--- src/rtl/pid_duty_pkg.sv ---
// Shared constants, steering mode type and saturation helpers for the pitch-loop PID
// and its neighbouring PWM / sensor blocks.
package pid_duty_pkg;

    localparam int ERR_W_DEF   = 10;
    localparam int D_W_DEF     = 7;
    localparam int DUTY_W_DEF  = 12;
    localparam int P_COEFF_DEF = 5;
    localparam int D_COEFF_DEF = 9;
    localparam int I_SHIFT_DEF = 4;
    localparam int INTEG_W_DEF = 18;
    localparam int D_DECIM_DEF = 4;

    typedef enum logic [1:0] {
        STEER_NONE,
        STEER_ADD,
        STEER_SUB
    } steer_mode_e;

    // Clamp x into the range of a w-bit two's complement number.
    function automatic int sat_s(input int x, input int w);
        int hi;
        int lo;
        hi = (1 <<< (w - 1)) - 1;
        lo = -(1 <<< (w - 1));
        if (x > hi) return hi;
        if (x < lo) return lo;
        return x;
    endfunction

    // Magnitude of a w-bit signed value, the most negative code folded onto the max magnitude.
    function automatic int abs_clamp(input int x, input int w);
        int hi;
        int m;
        hi = (1 <<< (w - 1)) - 1;
        m  = (x < 0) ? -x : x;
        return (m > hi) ? hi : m;
    endfunction

endpackage

--- src/rtl/duty_mag.sv ---
// One motor side: apply steering offset, saturate, and register direction plus duty magnitude.
module duty_mag
    import pid_duty_pkg::*;
#(
    parameter int DUTY_W = DUTY_W_DEF
) (
    input  logic                     clk,
    input  logic                     rst_n,
    input  logic                     vld_i,
    input  logic signed [DUTY_W-1:0] pid_i,
    input  logic signed [DUTY_W-1:0] steer_i,
    input  steer_mode_e              mode_i,
    output logic        [DUTY_W-2:0] duty_o,
    output logic                     rev_o
);

    logic [DUTY_W-2:0] duty_q, duty_d;
    logic              rev_q, rev_d;

    always_comb begin : mag_comb
        int v;
        v = int'(pid_i);
        case (mode_i)
            STEER_ADD: v = v + int'(steer_i);
            STEER_SUB: v = v - int'(steer_i);
            default:   v = v;
        endcase
        v      = sat_s(v, DUTY_W);
        duty_d = duty_q;
        rev_d  = rev_q;
        if (vld_i) begin
            rev_d  = (v < 0);
            duty_d = (DUTY_W-1)'(abs_clamp(v, DUTY_W));
        end
    end

    always_ff @(posedge clk or negedge rst_n) begin
        if (!rst_n) begin
            duty_q <= '0;
            rev_q  <= 1'b0;
        end else begin
            duty_q <= duty_d;
            rev_q  <= rev_d;
        end
    end

    assign duty_o = duty_q;
    assign rev_o  = rev_q;

endmodule

--- src/rtl/pid_duty_pipe.sv ---
// Three-stage pitch-loop PID producing per-motor duty magnitude and direction.
// Define PID_DUTY_STEER_EN to apply the steering offset (+left / -right).
module pid_duty_pipe
    import pid_duty_pkg::*;
#(
    parameter int ERR_W   = ERR_W_DEF,
    parameter int D_W     = D_W_DEF,
    parameter int DUTY_W  = DUTY_W_DEF,
    parameter int P_COEFF = P_COEFF_DEF,
    parameter int D_COEFF = D_COEFF_DEF,
    parameter int I_SHIFT = I_SHIFT_DEF,
    parameter int INTEG_W = INTEG_W_DEF,
    parameter int D_DECIM = D_DECIM_DEF
) (
    input  logic                     clk,
    input  logic                     rst_n,
    input  logic                     vld,
    input  logic signed [15:0]       ptch,
    input  logic                     clr_I,
    input  logic signed [DUTY_W-1:0] steer,
    output logic                     duty_vld,
    output logic        [DUTY_W-2:0] lft_duty,
    output logic        [DUTY_W-2:0] rgt_duty,
    output logic                     lft_rev,
    output logic                     rgt_rev
);

    localparam int P_W    = ERR_W + $clog2(P_COEFF) + 1;
    localparam int I_W    = INTEG_W - I_SHIFT;
    localparam int DT_W   = D_W + $clog2(D_COEFF) + 1;
    localparam int SUM_W  = ((P_W > I_W) ? ((P_W > DT_W) ? P_W : DT_W)
                                         : ((I_W > DT_W) ? I_W : DT_W)) + 2;
    localparam int FILL_W = $clog2(D_DECIM + 1);

    logic signed [ERR_W-1:0]   err_sat;
    logic                      s1_vld_q, s1_vld_d;
    logic signed [ERR_W-1:0]   err_q, err_d;
    logic signed [ERR_W-1:0]   lag_q, lag_d;
    logic                      warm_q, warm_d;
    logic signed [INTEG_W-1:0] integ_q, integ_d;
    logic signed [ERR_W-1:0]   hist_q [D_DECIM];
    logic signed [ERR_W-1:0]   hist_d [D_DECIM];
    logic        [FILL_W-1:0]  fill_q, fill_d;
    logic                      s2_vld_q, s2_vld_d;
    logic signed [SUM_W-1:0]   sum_q, sum_d;
    logic                      duty_vld_q, duty_vld_d;
    logic signed [DUTY_W-1:0]  pid_sat;
    steer_mode_e               lft_mode, rgt_mode;

    // S1: the lag sample and warm flag are taken before the history/fill update,
    // so the derivative spans exactly D_DECIM samples.
    always_comb begin : s1_comb
        int base;
        err_sat  = ERR_W'(sat_s(int'(ptch), ERR_W));
        s1_vld_d = vld;
        err_d    = err_q;
        lag_d    = lag_q;
        warm_d   = warm_q;
        integ_d  = integ_q;
        hist_d   = hist_q;
        fill_d   = fill_q;
        base     = 0;
        if (vld) begin
            err_d     = err_sat;
            lag_d     = hist_q[D_DECIM-1];
            warm_d    = (fill_q == FILL_W'(D_DECIM));
            base      = clr_I ? 0 : int'(integ_q);
            integ_d   = INTEG_W'(sat_s(base + int'(err_sat), INTEG_W));
            hist_d[0] = err_sat;
            for (int unsigned i = 1; i < D_DECIM; i++) begin
                hist_d[i] = hist_q[i-1];
            end
            if (!warm_d) fill_d = fill_q + 1'b1;
        end else if (clr_I) begin
            integ_d = '0;
        end
    end

    always_comb begin : s2_comb
        int p_t;
        int i_t;
        int dd_t;
        int d_t;
        s2_vld_d = s1_vld_q;
        p_t      = int'(err_q) * P_COEFF;
        i_t      = int'(integ_q) >>> I_SHIFT;
        dd_t     = sat_s(int'(err_q) - int'(lag_q), D_W);
        d_t      = warm_q ? dd_t * D_COEFF : 0;
        sum_d    = SUM_W'(p_t + i_t + d_t);
    end

    always_comb begin : s3_comb
        duty_vld_d = s2_vld_q;
        pid_sat    = DUTY_W'(sat_s(int'(sum_q), DUTY_W));
`ifdef PID_DUTY_STEER_EN
        lft_mode   = STEER_ADD;
        rgt_mode   = STEER_SUB;
`else
        lft_mode   = STEER_NONE;
        rgt_mode   = STEER_NONE;
`endif
    end

    always_ff @(posedge clk or negedge rst_n) begin
        if (!rst_n) begin
            s1_vld_q   <= 1'b0;
            err_q      <= '0;
            lag_q      <= '0;
            warm_q     <= 1'b0;
            integ_q    <= '0;
            fill_q     <= '0;
            s2_vld_q   <= 1'b0;
            sum_q      <= '0;
            duty_vld_q <= 1'b0;
            for (int unsigned i = 0; i < D_DECIM; i++) begin
                hist_q[i] <= '0;
            end
        end else begin
            s1_vld_q   <= s1_vld_d;
            err_q      <= err_d;
            lag_q      <= lag_d;
            warm_q     <= warm_d;
            integ_q    <= integ_d;
            fill_q     <= fill_d;
            s2_vld_q   <= s2_vld_d;
            sum_q      <= sum_d;
            duty_vld_q <= duty_vld_d;
            hist_q     <= hist_d;
        end
    end

    duty_mag #(.DUTY_W(DUTY_W)) u_lft (
        .clk    (clk),
        .rst_n  (rst_n),
        .vld_i  (s2_vld_q),
        .pid_i  (pid_sat),
        .steer_i(steer),
        .mode_i (lft_mode),
        .duty_o (lft_duty),
        .rev_o  (lft_rev)
    );

    duty_mag #(.DUTY_W(DUTY_W)) u_rgt (
        .clk    (clk),
        .rst_n  (rst_n),
        .vld_i  (s2_vld_q),
        .pid_i  (pid_sat),
        .steer_i(steer),
        .mode_i (rgt_mode),
        .duty_o (rgt_duty),
        .rev_o  (rgt_rev)
    );

    assign duty_vld = duty_vld_q;

endmodule

--- config.mk ---
export PLATFORM = sky130hd
export DESIGN_NAME = pid_duty_pipe
export DESIGN_NICKNAME = d
export VERILOG_FILES = /design/src/rtl/pid_duty_pkg.sv /design/src/rtl/duty_mag.sv /design/src/rtl/pid_duty_pipe.sv
export SDC_FILE = /design/constraint.sdc
export NUM_CORES = 1
export LEC_CHECK = 0
export CAP_MARGIN = 20
export CORE_UTILIZATION = 35
export DETAILED_ROUTE_END_ITERATION = 8
export GPL_TIMING_DRIVEN = 1
export HOLD_SLACK_MARGIN = 0.1
export PLACE_DENSITY = 0.55
export SLEW_MARGIN = 20
export SYNTH_ARGS = -nofsm -noshare
export SYNTH_HDL_FRONTEND = slang
export SYNTH_HIERARCHICAL = 1
export SYNTH_SLANG_ARGS = --single-unit
--- constraint.sdc ---
create_clock -name clk -period 9.2 [get_ports clk]
set_input_delay 1.84 -clock clk [delete_from_list [all_inputs] [get_ports clk]]
set_output_delay 1.84 -clock clk [all_outputs]
set_load 0.01 [all_outputs]
==> results.json <==
{
  "p_sw_mw": 2.52,
  "vias_per_cell": 5.32,
  "utilization_pct": 40.3,
  "worst_pin_slew_ns": 1.06,
  "grt_pass1_wl_microns": 45800,
  "whs_endpoint": "duty_vld_d$_DFF_PN0_",
  "antenna_left": 0,
  "wl_per_cell_microns": 15.6,
  "critPathKind": "reg -> reg",
  "placed_cell_area_sq_um": 12200,
  "r2r_cells": 35,
  "seq_power_share_pct": 15.1,
  "drtPass1Iterations": 7,
  "clkTransAtPathRegs_ns": 0.06,
  "period_share_pct": 88.5,
  "timing.rr.end": "sum_q[15]$_DFF_PN0_",
  "drive_above_1_share_pct": 8.47,
  "critPathTopFamily": "adder cells",
  "first_iter_violations": 508,
  "antenna_cells": 0,
  "r2r_start": "hist_q[30]$_DFFE_PN0P_",
  "ctsHoldBuffers": 0,
  "path_buf_inv": 5,
  "fillers": 3240,
  "p_comb_share_pct": 72.9,
  "grt_start_max_net_pins": 74,
  "synth_edf_count": 0,
  "ys_ff_latch": 115,
  "cts_sinks": 115,
  "gr-usage-all-layers_pct": 17.1,
  "p_per_area_nw_per_um2": 410,
  "synthDistinctLibCells": 100,
  "outcome": "finished, final reports clean",
  "clkPwrFrac_pct": 12.0,
  "rows": 65,
  "hold_depth": 0,
  "vias": 9303,
  "hold_viol": 0,
  "ys.flop_type": "dfrtp_1",
  "clockBufferDepth": 2,
  "slew_headroom_pct": 29.5,
  "setup_viol": 0,
  "ys_async_sr_fraction_pct": 100,
  "layoutNonFillerInstCount": 1748,
  "synth_area_sq_um": 11200,
  "ir_drop_mv": 0.192,
  "cts-root-buf": "clkbuf_16",
  "die_area_sq_um": 32800,
  "cpPeakStageDelay_ns": 0.52,
  "finClkSkew_ns": 0.0243,
  "grt_pass1_vias": 9136,
  "ys_warn_count": 6,
  "critPathMaxFanout": 7,
  "rsz0062_at_grt": "false",
  "grt-ovfl-total": 0,
  "leakagePower_nw": 5.61,
  "cap_violations": 0,
  "regToRegSetupSlack_ns": 1.06,
  "min_from": "s1_vld_q$_DFF_PN0_",
  "syn_area_per_cell_sq_um": 8.70,
  "yosysSeqAreaShare_pct": 25.7,
  "hp-class": "reg -> reg",
  "fin_crit_ns": 8.14,
  "post-route-drc-count": 0,
  "drv_slew": 0,
  "antenna_found_initial": 0,
  "end_kind": "flop",
  "clock.fmax_mhz": 123,
  "cts_setup_buffers": 0,
  "die_h_microns": 181,
  "final_cell_area_sq_um": 12700,
  "io_pins": 57,
  "dp_hpwl_microns": 21100,
  "netSwitchingFraction_pct": 48.3,
  "crit_cells": 35,
  "pre_cts_ws_ns": 1.11,
  "mostFrequentLayoutCells": "inv_1 (127), dfrtp_1 (115), nor2_1 (112), ha_1 (107), nand2_1 (85)",
  "crit_slowest_cell": "fa_1",
  "cp-start-kind": "flop",
  "crit_required_ns": 9.48,
  "clock_latency_ns": 0.42,
  "synth_cells": 1289,
  "crit_arrival_ns": 8.42,
  "gp_congestion": 0.884,
  "place_inst": 1717,
  "htree_levels": 4,
  "fin_tns_setup_ns": 0,
  "totalWireLength_microns": 27200,
  "start_util_pct": 35.5,
  "p_int_mw": 2.69,
  "final_nets": 1506,
  "syn2layout_area_growth_pct": 13.4,
  "cts_tree": "built",
  "port-buffer-count": 56,
  "numCtsBuffers": 17,
  "die_w_microns": 181,
  "cts_resized": 0,
  "layout_commonest_cell": "inv_1",
  "design.core.area_sq_um": 31600,
  "setup_slack_ns": 1.06
}
[Yosys cell counts, drive strengths merged, types with 4 or more instances]
master	n	area [sq um]
mux2i	11	110
xnor2	55	482
o2111ai	4	35.0
nor2	112	420
o21a	31	233
and2	15	97.6
a31o	4	43.8
o41ai	4	53.8
nand4	12	75.1
and3	7	43.8
a21o	22	165
buf	7	37.5
a211oi	13	125
or3	10	62.6
a31oi	23	171
or4	6	52.6
ha	107	1340
fa	33	661
nor4	6	37.5
nor3	33	181
o211a	5	50.1
o21bai	5	37.5
o31a	5	43.8
nand3b	4	42.5
nor3b	6	50.1
o211ai	16	125
dfrtp	115	2880
o221ai	4	35.0
nor2b	29	181
a211o	7	61.3
nand2b	19	119
o21ai	70	358
xor2	23	209
o2bb2ai	4	35.0
nand3	29	150
o22a	8	71.3
a21oi	77	389
inv	127	477
nand2	87	337
o22ai	7	43.8
mux2	40	454
clkbuf	30	114
or2	6	37.5
o31ai	14	115
[cell type report]
class / count / area [sq um] / share of cell area [%]
clock buffer: 19 / 443 / 3.48
tap: 402 / 503 / 3.96
multi-input combinational: 1012 / 7710 / 60.7
inverter: 128 / 482 / 3.79
sequential: 115 / 2880 / 22.6
clock inverter: 12 / 109 / 0.856
timing repair buffer: 60 / 583 / 4.59
[how the worst max path moves through the flow]
| stage | startpoint | endpoint | slack, ns |
|---|---|---|---|
| after CTS | hist_q[30]$_DFFE_PN0P_ | sum_q[15]$_DFF_PN0_ | 1.04 |
| after global routing | hist_q[30]$_DFFE_PN0P_ | sum_q[15]$_DFF_PN0_ | 0.47 |
| after floorplan | hist_q[30]$_DFFE_PN0P_ | sum_q[15]$_DFF_PN0_ | 1.83 |
| after detailed placement | hist_q[30]$_DFFE_PN0P_ | sum_q[15]$_DFF_PN0_ | 1.11 |
| after global placement | hist_q[30]$_DFFE_PN0P_ | sum_q[15]$_DFF_PN0_ | 1.40 |
| final | hist_q[30]$_DFFE_PN0P_ | sum_q[15]$_DFF_PN0_ | 1.06 |
[sequential cells by signal, summed over array words and instances (netlist names), 3 cells and up]
name,count
hist_q,40
integ_q,18
sum_q,16
u_lft/duty_o,11
u_rgt/duty_o,11
lag_q,10
fill_q,3
[logic make-up after synthesis]
family	count (synthesis)	share of synthesized area, %
simple gates	390	17.6
compound gates	347	21.8
fa+ha+maj	141	17.9
xor+xnor	79	6.36
flops	115	25.7
buf+inv	165	5.65
other cells	1	0.0334
mux	51	5.03
[metal layers]
metal | up-vias | part of all wire, % | GRT usage, %
li1 | 4673 | - | -
met2 | 139 | 49 | 29.4
met3 | 24 | 2.8 | 1.91
met4 | 0 | 1.4 | 4.78
met1 | 4467 | 47 | 22.7
met5 | - | 0 | 0
[per-stage QoR]
step,hold slack [ns],power [mW]
finish,0.346,5.21
floorplan,0.331,3.72
global placement,0.335,4.53
global route,0.353,5.78
detailed placement,0.335,4.58
CTS,0.348,5.25
[worst register-to-register path, delay by kind of cell, from the launching register on]
kind / cells / cell delay, ns
and+or+nand+nor: 8 / 1.40
AOI/OAI and AO/OA: 12 / 2.35
buffers and inverters: 5 / 0.32
DFF: 1 / 0.39
adders and majority gates: 9 / 3.10
xor gates and xnor gates: 1 / 0.42
[power groups by stage]
| stage | Combinational [mW] | Sequential [mW] | Clock, mW |
|---|---|---|---|
| floorplan | 2.94 | 0.777 | 0 |
| global placement | 3.74 | 0.794 | 0 |
| detailed placement | 3.78 | 0.797 | 0 |
| CTS | 3.82 | 0.789 | 0.644 |
| global route | 4.31 | 0.805 | 0.666 |
| finish | 3.80 | 0.786 | 0.625 |
Note: power is estimated with default switching activity, not from simulation.
